**config.mk**
```make
export PLATFORM = sky130hd
export DESIGN_NAME = uart_mem_loader
export DESIGN_NICKNAME = d
export VERILOG_FILES = /design/src/rtl/uart_mem_loader.sv
export SDC_FILE = /design/constraint.sdc
export NUM_CORES = 1
export LEC_CHECK = 0
export ABC_AREA = 1
export CAP_MARGIN = 10
export CORE_MARGIN = 5
export CORE_UTILIZATION = 40
export DETAILED_ROUTE_END_ITERATION = 12
export GPL_TIMING_DRIVEN = 0
export PLACE_DENSITY = 0.66
export SYNTH_ARGS = -nofsm -noshare
export SYNTH_HDL_FRONTEND = slang
export SYNTH_SLANG_ARGS = --single-unit
```
**constraint.sdc**
```tcl
create_clock -name clk -period 2 [get_ports clk]
set_input_delay 0.2 -clock clk [delete_from_list [all_inputs] [get_ports clk]]
set_output_delay 0.2 -clock clk [all_outputs]
set_load 0.01 [all_outputs]
```
**src/rtl/uart_mem_loader.sv**
```systemverilog
// UART byte-stream loader: SYNC, COUNT, then COUNT big-endian words into memory.
// Holds the CPU in reset while a frame is being loaded or after a broken frame.
module uart_mem_loader #(
    parameter int unsigned DATA_WIDTH     = 32,
    parameter int unsigned ADDR_WIDTH     = 4,
    parameter logic [7:0]  SYNC_BYTE      = 8'hA5,
    parameter int unsigned TIMEOUT_CYCLES = 1_000_000
) (
    input  logic                  clk,
    input  logic                  rst_n,
    input  logic [7:0]            rx_data,
    input  logic                  rx_valid,
    output logic [ADDR_WIDTH-1:0] Address,
    output logic [DATA_WIDTH-1:0] WriteData,
    output logic                  MemWrite_en,
    output logic                  cpu_rst_n,
    output logic                  busy,
    output logic                  load_done,
    output logic                  err
);

    localparam int unsigned RAM_DEPTH = 1 << ADDR_WIDTH;
    localparam int unsigned TW        = $clog2(TIMEOUT_CYCLES + 1);
    localparam int unsigned CW        = ADDR_WIDTH + 1;
    localparam logic [8:0]  DEPTH9    = 9'(RAM_DEPTH);

    typedef enum logic [2:0] {
        S_IDLE,
        S_COUNT,
        S_DATA,
        S_DONE,
        S_ERR
    } state_e;

    state_e                state_q;
    logic [CW-1:0]         count_q;
    logic [CW-1:0]         word_idx_q;
    logic [CW-1:0]         word_idx_d;
    logic [1:0]            byte_cnt_q;
    logic [DATA_WIDTH-9:0] shift_q;
    logic [DATA_WIDTH-9:0] shift_d;
    logic [DATA_WIDTH-1:0] word_d;
    logic [TW-1:0]         tmo_q;
    logic [TW-1:0]         tmo_d;
    logic [ADDR_WIDTH-1:0] addr_q;
    logic [DATA_WIDTH-1:0] wdata_q;
    logic                  we_q;
    logic                  cpu_q;
    logic                  busy_q;
    logic                  done_q;
    logic                  err_q;

    logic is_sync;
    logic count_bad;
    logic tmo_hit;
    logic all_issued;

    // Only three bytes need holding; the fourth comes straight from rx_data.
    assign shift_d    = {shift_q[DATA_WIDTH-17:0], rx_data};
    assign word_d     = {shift_q, rx_data};
    assign word_idx_d = word_idx_q + CW'(1);
    assign tmo_d      = tmo_q + TW'(1);

    assign is_sync    = rx_valid && (rx_data == SYNC_BYTE);
    assign count_bad  = (rx_data == 8'd0) || ({1'b0, rx_data} > DEPTH9);
    assign tmo_hit    = (tmo_q == TW'(TIMEOUT_CYCLES - 1));
    assign all_issued = (word_idx_q == count_q);

    always_ff @(posedge clk or negedge rst_n) begin
        if (!rst_n) begin
            state_q    <= S_IDLE;
            count_q    <= '0;
            word_idx_q <= '0;
            byte_cnt_q <= '0;
            shift_q    <= '0;
            tmo_q      <= '0;
            addr_q     <= '0;
            wdata_q    <= '0;
            we_q       <= 1'b0;
            cpu_q      <= 1'b0;
            busy_q     <= 1'b0;
            done_q     <= 1'b0;
            err_q      <= 1'b0;
        end else begin
            we_q   <= 1'b0;
            done_q <= 1'b0;
            unique case (state_q)
                S_IDLE: begin
                    cpu_q <= 1'b1;
                    tmo_q <= '0;
                    if (is_sync) begin
                        state_q <= S_COUNT;
                        cpu_q   <= 1'b0;
                        busy_q  <= 1'b1;
                    end
                end
                S_COUNT: begin
                    if (rx_valid) begin
                        tmo_q <= '0;
                        if (count_bad) begin
                            state_q <= S_ERR;
                            err_q   <= 1'b1;
                            busy_q  <= 1'b0;
                        end else begin
                            state_q    <= S_DATA;
                            count_q    <= CW'(rx_data);
                            word_idx_q <= '0;
                            byte_cnt_q <= '0;
                        end
                    end else if (tmo_hit) begin
                        state_q <= S_ERR;
                        err_q   <= 1'b1;
                        busy_q  <= 1'b0;
                        tmo_q   <= '0;
                    end else begin
                        tmo_q <= tmo_d;
                    end
                end
                S_DATA: begin
                    // The last write is in flight; no more bytes belong to this frame.
                    if (all_issued) begin
                        state_q <= S_DONE;
                        done_q  <= 1'b1;
                        busy_q  <= 1'b0;
                        tmo_q   <= '0;
                    end else if (rx_valid) begin
                        tmo_q      <= '0;
                        shift_q    <= shift_d;
                        byte_cnt_q <= byte_cnt_q + 2'd1;
                        if (byte_cnt_q == 2'd3) begin
                            we_q       <= 1'b1;
                            addr_q     <= word_idx_q[ADDR_WIDTH-1:0];
                            wdata_q    <= word_d;
                            word_idx_q <= word_idx_d;
                        end
                    end else if (tmo_hit) begin
                        state_q <= S_ERR;
                        err_q   <= 1'b1;
                        busy_q  <= 1'b0;
                        tmo_q   <= '0;
                    end else begin
                        tmo_q <= tmo_d;
                    end
                end
                S_DONE: begin
                    cpu_q   <= 1'b1;
                    state_q <= S_IDLE;
                end
                S_ERR: begin
                    if (is_sync) begin
                        state_q <= S_COUNT;
                        err_q   <= 1'b0;
                        busy_q  <= 1'b1;
                        tmo_q   <= '0;
                    end
                end
                default: begin
                    state_q <= S_IDLE;
                end
            endcase
        end
    end

    assign Address     = addr_q;
    assign WriteData   = wdata_q;
    assign MemWrite_en = we_q;
    assign cpu_rst_n   = cpu_q;
    assign busy        = busy_q;
    assign load_done   = done_q;
    assign err         = err_q;

endmodule

```
==> results of run 1 <==
worst min-delay path by stage:
stage	from	end	depth (start not counted)
2_1_floorplan	rst_n	Address[0]	0
3_3_place_gp	shift_q[20]	WriteData[28]	2
3_5_place_dp	rst_n	WriteData[26]	1
4_1_cts	rst_n	shift_q[19]	2
5_1_grt	shift_q[18]	WriteData[26]	2
6_report	rst_n	WriteData[25]	2
power groups by stage:
| stage | logic (W) | registers [W] | clock network, W |
|---|---|---|---|
| finish | 0.000582 | 0.00212 | 0.00172 |
| global route | 0.000662 | 0.00213 | 0.00184 |
| CTS | 0.000592 | 0.00212 | 0.00178 |
| detailed placement | 0.000584 | 0.00216 | 0 |
| global placement | 0.000573 | 0.00216 | 0 |
| floorplan | 0.000334 | 0.00217 | 0 |
worst max-delay path, delay by kind of cell (launching register included):
family        cells  cell delay (ns)
fa+ha+maj         1             0.17
flops             1             0.37
simple gates      9             0.95
buf+inv           2             0.21
area by class of cell:
cell class	count	share of cell area [%]
buffer	21	2.05
clock buffer	10	4.03
clock inverter	6	0.992
inverter	75	4.75
multi-input combinational	434	33.6
sequential	100	42.2
tap	147	3.10
timing repair buffer	53	9.20
cells in the final DEF, fill, tap and decap left out, drive strengths merged:
cell | Yosys | routed
a21oi | 11 | 11
nand3 | 54 | 54
a31oi | 1 | 1
nor3 | 6 | 6
xnor2 | 2 | 2
clkdlybuf4s50 | 0 | 50
nand4 | 8 | 8
dlygate4sd3 | 0 | 1
xor2 | 7 | 7
dfrtp | 100 | 100
inv | 75 | 77
ha | 3 | 3
nor2 | 57 | 57
o211ai | 1 | 1
o22ai | 1 | 1
o21bai | 1 | 1
buf | 18 | 20
clkbuf | 3 | 13
o21a | 1 | 1
nand2 | 212 | 212
a21boi | 1 | 1
nand3b | 1 | 1
clkinv | 0 | 4
o21ai | 67 | 67
synthesized netlist by cell type, types with 2 or more instances:
library cell / n / area [um^2]
a21oi_1: 11 / 55.1
buf_2: 13 / 65.1
buf_4: 3 / 22.5
buf_6: 2 / 22.5
clkbuf_1: 3 / 11.3
dfrtp_1: 100 / 2500
ha_1: 3 / 37.5
inv_1: 70 / 263
inv_2: 5 / 18.8
nand2_1: 208 / 781
nand2_2: 4 / 25.0
nand3_1: 54 / 270
nand4_1: 7 / 43.8
nor2_1: 55 / 206
nor3_1: 4 / 20.0
o21ai_0: 58 / 290
o21ai_1: 8 / 40.0
xnor2_1: 2 / 17.5
xor2_1: 7 / 61.3
what timing repair did:
item / 4_1_cts / 5_1_grt
pin swaps: 0 / 0
setup endpoints to repair: 1 / 9
gates resized for setup: 1 / 4
hold buffers: 1 / 0
hold endpoints to repair: 53 / 0
logic make-up after synthesis:
logic type	after synthesis	share of synthesized area, %
buffers and inverters	96	8.26
xor gates and xnor gates	9	1.62
DFF	100	51.3
and+or+nand+nor	338	29.1
AOI/OAI and AO/OA	84	8.95
adders and majority gates	3	0.770
stage by stage:
step           std cells  total power, W
3_3_place_gp         828         0.00273
3_5_place_dp         829         0.00275
6_report             846         0.00442
5_1_grt              846         0.00464
2_1_floorplan        630         0.00250
4_1_cts              846         0.00449
routing by layer:
metal	up-vias	share of wire, %
met1	1959	45
met3	22	3.7
li1	2116	-
met2	72	49
met5	-	0
met4	0	2.0
state kept, by name (all words and copies together), names as in the netlist:
signal	flops
WriteData	32
shift_q	24
tmo_q	20
count_q	5
word_idx_q	5
Address	4
state_q	3
byte_cnt_q	2
MemWrite_en	1
busy	1
cpu_rst_n	1
err	1
load_done	1
==> flow_summary_export.csv, run 1 <==
group,metric,value,unit
run_status,status,"finished clean",
route,dr.pass1.iters,5,
yosys,async_flop_share,100,%
timing,worstMarginPinSlew,0.712,ns
yosys,syn_avg_cell_area,7.74,um^2
setup_path,crit-reg2reg-launch,"tmo_q[0]",
power,pwr-share-comb,13.2,%
final_layout,regArea,0.00250,mm^2
yosys,synth.ff_latch_count,100,
power,intPower,0.00318,W
power,p_per_area,746,mW/mm^2
final_layout,syn2layout_area_growth,21.5,%
floorplanning,initial_core_util,40.8,%
power,power_switching,0.00125,W
grt,grtUsageMet1,22.0,%
clocking,cts_tree,"yes",
grt,first_global_vias,4171,
grt,grt_pass1_wl,20.0,mm
timing,layout_min_cycle_time,1.81,ns
yosys,seq_area_frac_synth,51.3,%
final_layout,diodes,0,
floorplanning,die_x,120,um
route,wirelength,11.7,mm
clocking,ctsRootBufferMaster,"clkbuf_16",
timing,fin_crit_sh,90.3,%
floorplanning,core,0.0120,mm^2
clocking,cts_setup_buffers,0,
setup_path,path_class,"register to register",
yosys,synth-edff-count,0,
final_layout,n_fill_cell,1194,
timing,rsz0062_at_grt,"false",
floorplanning,rows,40,
clocking,cts_buffers,9,
final_layout,multi_input_area,0.00199,mm^2
grt,gr-usage-met3,2.99,%
setup_path,cp.arrival,2.04,ns
yosys,synth_cells,630,
yosys,ys.warnings.count,0,
route,drc_errors,0,
final_layout,post-route-util,49.6,%
yosys,synthFlopType,"dfrtp_1",
placement,place_area,0.00560,mm^2
final_layout,nNetsFinal,708,
clocking,clk_pin_slew,0.07,ns
setup_path,path_common_cell,"nand2_1",
placement,dp_hpwl,8.82,mm
route,via_per_inst,4.93,
floorplanning,die_h,120,um
clocking,clock_path_buffers,2,
grt,antenna_found_initial,0,
final_layout,drive_above_1_share,7.58,%
grt,overflow,0,
timing,finClkSkew,0.00801,ns
grt,grt_max_degree,55,
timing,fin_setup_tns,0,ns
floorplanning,dieArea,0.0145,mm^2
setup_path,crit_start,"tmo_q[0]",
placement,routabilityCongestion,0.954,
route,ant_nets,0,
yosys,yosysUniqueCellTypes,32,
power,p_clk_share,38.9,%
final_layout,final_area,0.00593,mm^2
grt,top_usage_layer,"met2",
clocking,numClockSinks,100,
route,num_vias,4169,
grt,grt.total_usage,17.1,%
power,switching_share,28.2,%
grt,use_met2,28.4,%
setup_path,r2r_slack,0.19,ns
setup_path,path_cells,"ha_1 -> nand2_1 -> nor2_4 -> inv_1 -> nor2_4 -> nand3_2 -> nand2_1 -> inv_1 -> nand2_4 -> nand2_1 -> nand2_1 -> nor2_1",
timing,max_slew_margin,52.5,%
timing,slew_violations,0,
placement,port_buffers,51,
timing,finalHoldViolations,0,
timing,fmax,553,MHz
setup_path,crit_required,2.24,ns
flow_run,cap_violations,0,
timing,finalWorstSetupSlack,0.193,ns
setup_path,critPathLaunchType,"register",
clocking,h-tree-depth,3,
power,leakagePower,2.76,nW
setup_path,cp_max_fo,7,
setup_path,crit-reg2reg-capture,"tmo_q[17]",
setup_path,reg2reg_depth,12,
power,ir_drop,0.463,mV
min_path,hp-class,"input port to asynchronous set/reset pin",
floorplanning,io_pins,52,
yosys,syn-num-nets,644,
setup_path,slowest_stage,"dfrtp_1",
timing,finalSetupViolCount,0,
route,drt_iter0_drc,250,
setup_path,critPathCapture,"tmo_q[17]",
power,p_seq_share,48.0,%
setup_path,slowest_delay,0.37,ns
timing,hold_ws,0.443,ns
route,wire_per_inst,13.9,um
clocking,insertion_delay,0.35,ns
yosys,syn_area,0.00488,mm^2
placement,place_ws,-0.0589,ns
setup_path,cp-end-kind,"register",
(Power assumes the default switching activity.)
==> run 2: changes to the inputs <==
--- a/config.mk
+++ b/config.mk
@@ -11,6 +11,7 @@
 export CORE_UTILIZATION = 40
 export DETAILED_ROUTE_END_ITERATION = 12
 export GPL_TIMING_DRIVEN = 0
+export MAX_ROUTING_LAYER = met4
 export PLACE_DENSITY = 0.66
 export SYNTH_ARGS = -nofsm -noshare
 export SYNTH_HDL_FRONTEND = slang
==> flow_summary_export.csv, run 2 (synthesized netlist as in run 1, its figures left out) <==
group,metric,value,unit
final_layout,syn2layout_area_growth,21.2,%
floorplanning,die_h,120,um
setup_path,path_cells,"ha_1 -> nand2_1 -> nor2_2 -> inv_1 -> nor2_4 -> nand3_2 -> nand2_1 -> inv_1 -> nand2_2 -> nand2_1 -> nand2_1 -> nor2_1",
final_layout,post-route-util,49.4,%
route,ant_nets,0,
setup_path,reg2reg_depth,12,
grt,first_global_vias,4217,
setup_path,crit-reg2reg-capture,"tmo_q[17]",
power,p_per_area,746,mW/mm^2
setup_path,slowest_delay,0.37,ns
route,drc_errors,0,
clocking,cts_tree,"yes",
timing,finalHoldViolations,0,
timing,finalSetupViolCount,0,
grt,use_met2,30.0,%
route,wirelength,12.1,mm
clocking,cts_setup_buffers,0,
timing,slew_violations,0,
final_layout,final_cells,846,
grt,top_usage_layer,"met2",
route,dr.pass1.iters,4,
placement,dp_cells,829,
final_layout,final_area,0.00591,mm^2
floorplanning,io_pins,52,
timing,max_slew_margin,55.4,%
min_path,hp-class,"input port to asynchronous set/reset pin",
flow_run,cap_violations,0,
final_layout,drive_above_1_share,7.58,%
setup_path,worstPathBufferInverterCount,2,
setup_path,cp_max_fo,7,
clocking,cts_buffers,9,
timing,finClkSkew,0.0137,ns
floorplanning,core,0.0120,mm^2
placement,port_buffers,51,
power,total_power,0.00441,W
timing,worstMarginPinSlew,0.670,ns
final_layout,nNetsFinal,708,
grt,gr-usage-met3,4.49,%
grt,grt_pass1_wl,20.6,mm
clocking,ctsRootBufferMaster,"clkbuf_16",
route,via_per_inst,5.01,
grt,antenna_found_initial,0,
clocking,h-tree-depth,3,
final_layout,diodes,0,
setup_path,path_common_cell,"nand2_1",
power,ir_drop,0.611,mV
timing,layout_min_cycle_time,1.85,ns
route,wire_per_inst,14.3,um
floorplanning,dieArea,0.0145,mm^2
clocking,insertion_delay,0.36,ns
setup_path,r2r_slack,0.15,ns
setup_path,critical-path-top-delay-family,"simple AND/OR/NAND/NOR gates",
setup_path,critPathLaunchType,"register",
clocking,clock_path_buffers,2,
grt,grt_max_degree,52,
floorplanning,rows,40,
setup_path,cp.arrival,2.10,ns
power,leakagePower,2.74,nW
setup_path,crit-reg2reg-launch,"tmo_q[0]",
placement,place_area,0.00560,mm^2
floorplanning,die_x,120,um
setup_path,crit_required,2.25,ns
setup_path,cp-end-kind,"register",
final_layout,largest_reg_flops,32,
timing,fin_crit_sh,92.6,%
setup_path,slowest_stage,"dfrtp_1",
clocking,clk_pin_slew,0.07,ns
run_status,status,"finished clean",
grt,grt.total_usage,18.2,%
route,drt_iter0_drc,273,
setup_path,path_class,"register to register",
final_layout,mostFrequentLayoutCells,"208 x nand2_1, 100 x dfrtp_1, 70 x inv_1, 58 x o21ai_0, 54 x nor2_1",
placement,dp_hpwl,9.03,mm
final_layout,layout_commonest_cell,"nand2_1",
timing,fmax,540,MHz
floorplanning,initial_core_util,40.8,%
placement,routabilityCongestion,0.924,
grt,grtUsageMet1,22.6,%
grt,overflow,0,
clocking,numClockSinks,100,
route,num_vias,4242,
run 2: changes by cell type in the layout (fill, tap and decap cells not counted), sizes merged:
cell,delta
inv,+2
clkbuf,-1
clkinv,-1
run 2: layout make-up:
class / instances / area (um^2)
clock buffers: 9 / 225
plain buffers: 21 / 121
multi-input cells: 434 / 1980
flip-flops and latches: 100 / 2500
inverters: 75 / 282
well taps: 147 / 184
fillers: 1192 / 6050
clock inverters: 7 / 65.1
repair buffers: 53 / 546
run 2: worst max-delay path by stage:
stage	start	to	cells past startpoint
CTS	tmo_q[0]	tmo_q[17]	12
detailed placement	rx_data[1]	tmo_q[7]	10
finish	tmo_q[0]	tmo_q[17]	12
global placement	rst_n	tmo_q[3]	1
floorplan	tmo_q[0]	tmo_q[17]	12
global route	tmo_q[0]	tmo_q[17]	12
run 2: layer usage:
metal,vias up,wire length (um)
li1,2123,-
met1,2029,5670
met2,80,5890
met3,10,425
met4,0,140
met5,-,0
run 2: where the power goes:
| part | internal (W) | switching [W] | leakage, nW |
|---|---|---|---|
| clock | 0.000873 | 0.000834 | 0.144 |
| sequential | 0.00207 | 0.0000474 | 1.37 |
| combinational | 0.000198 | 0.000386 | 1.23 |
| total | 0.00314 | 0.00127 | 2.74 |
run 2: timing repair:
action	CTS	global route
endpoints found under the setup margin	1	7
resized for setup	1	2
pin swaps	0	0
hold endpoints to repair	49	0
hold buffers	1	0
run 2: stage by stage:
step                      worst slack (ns)  hold WS (ns)  setup TNS [ns]
after floorplan                      0.437       -0.0956               0
after global placement               -2.96         0.454         -295.35
after detailed placement           -0.0614         0.275          -0.366
after CTS                           0.0418         0.443               0
after global routing              -0.00809         0.478        -0.00809
final                                0.149         0.420               0
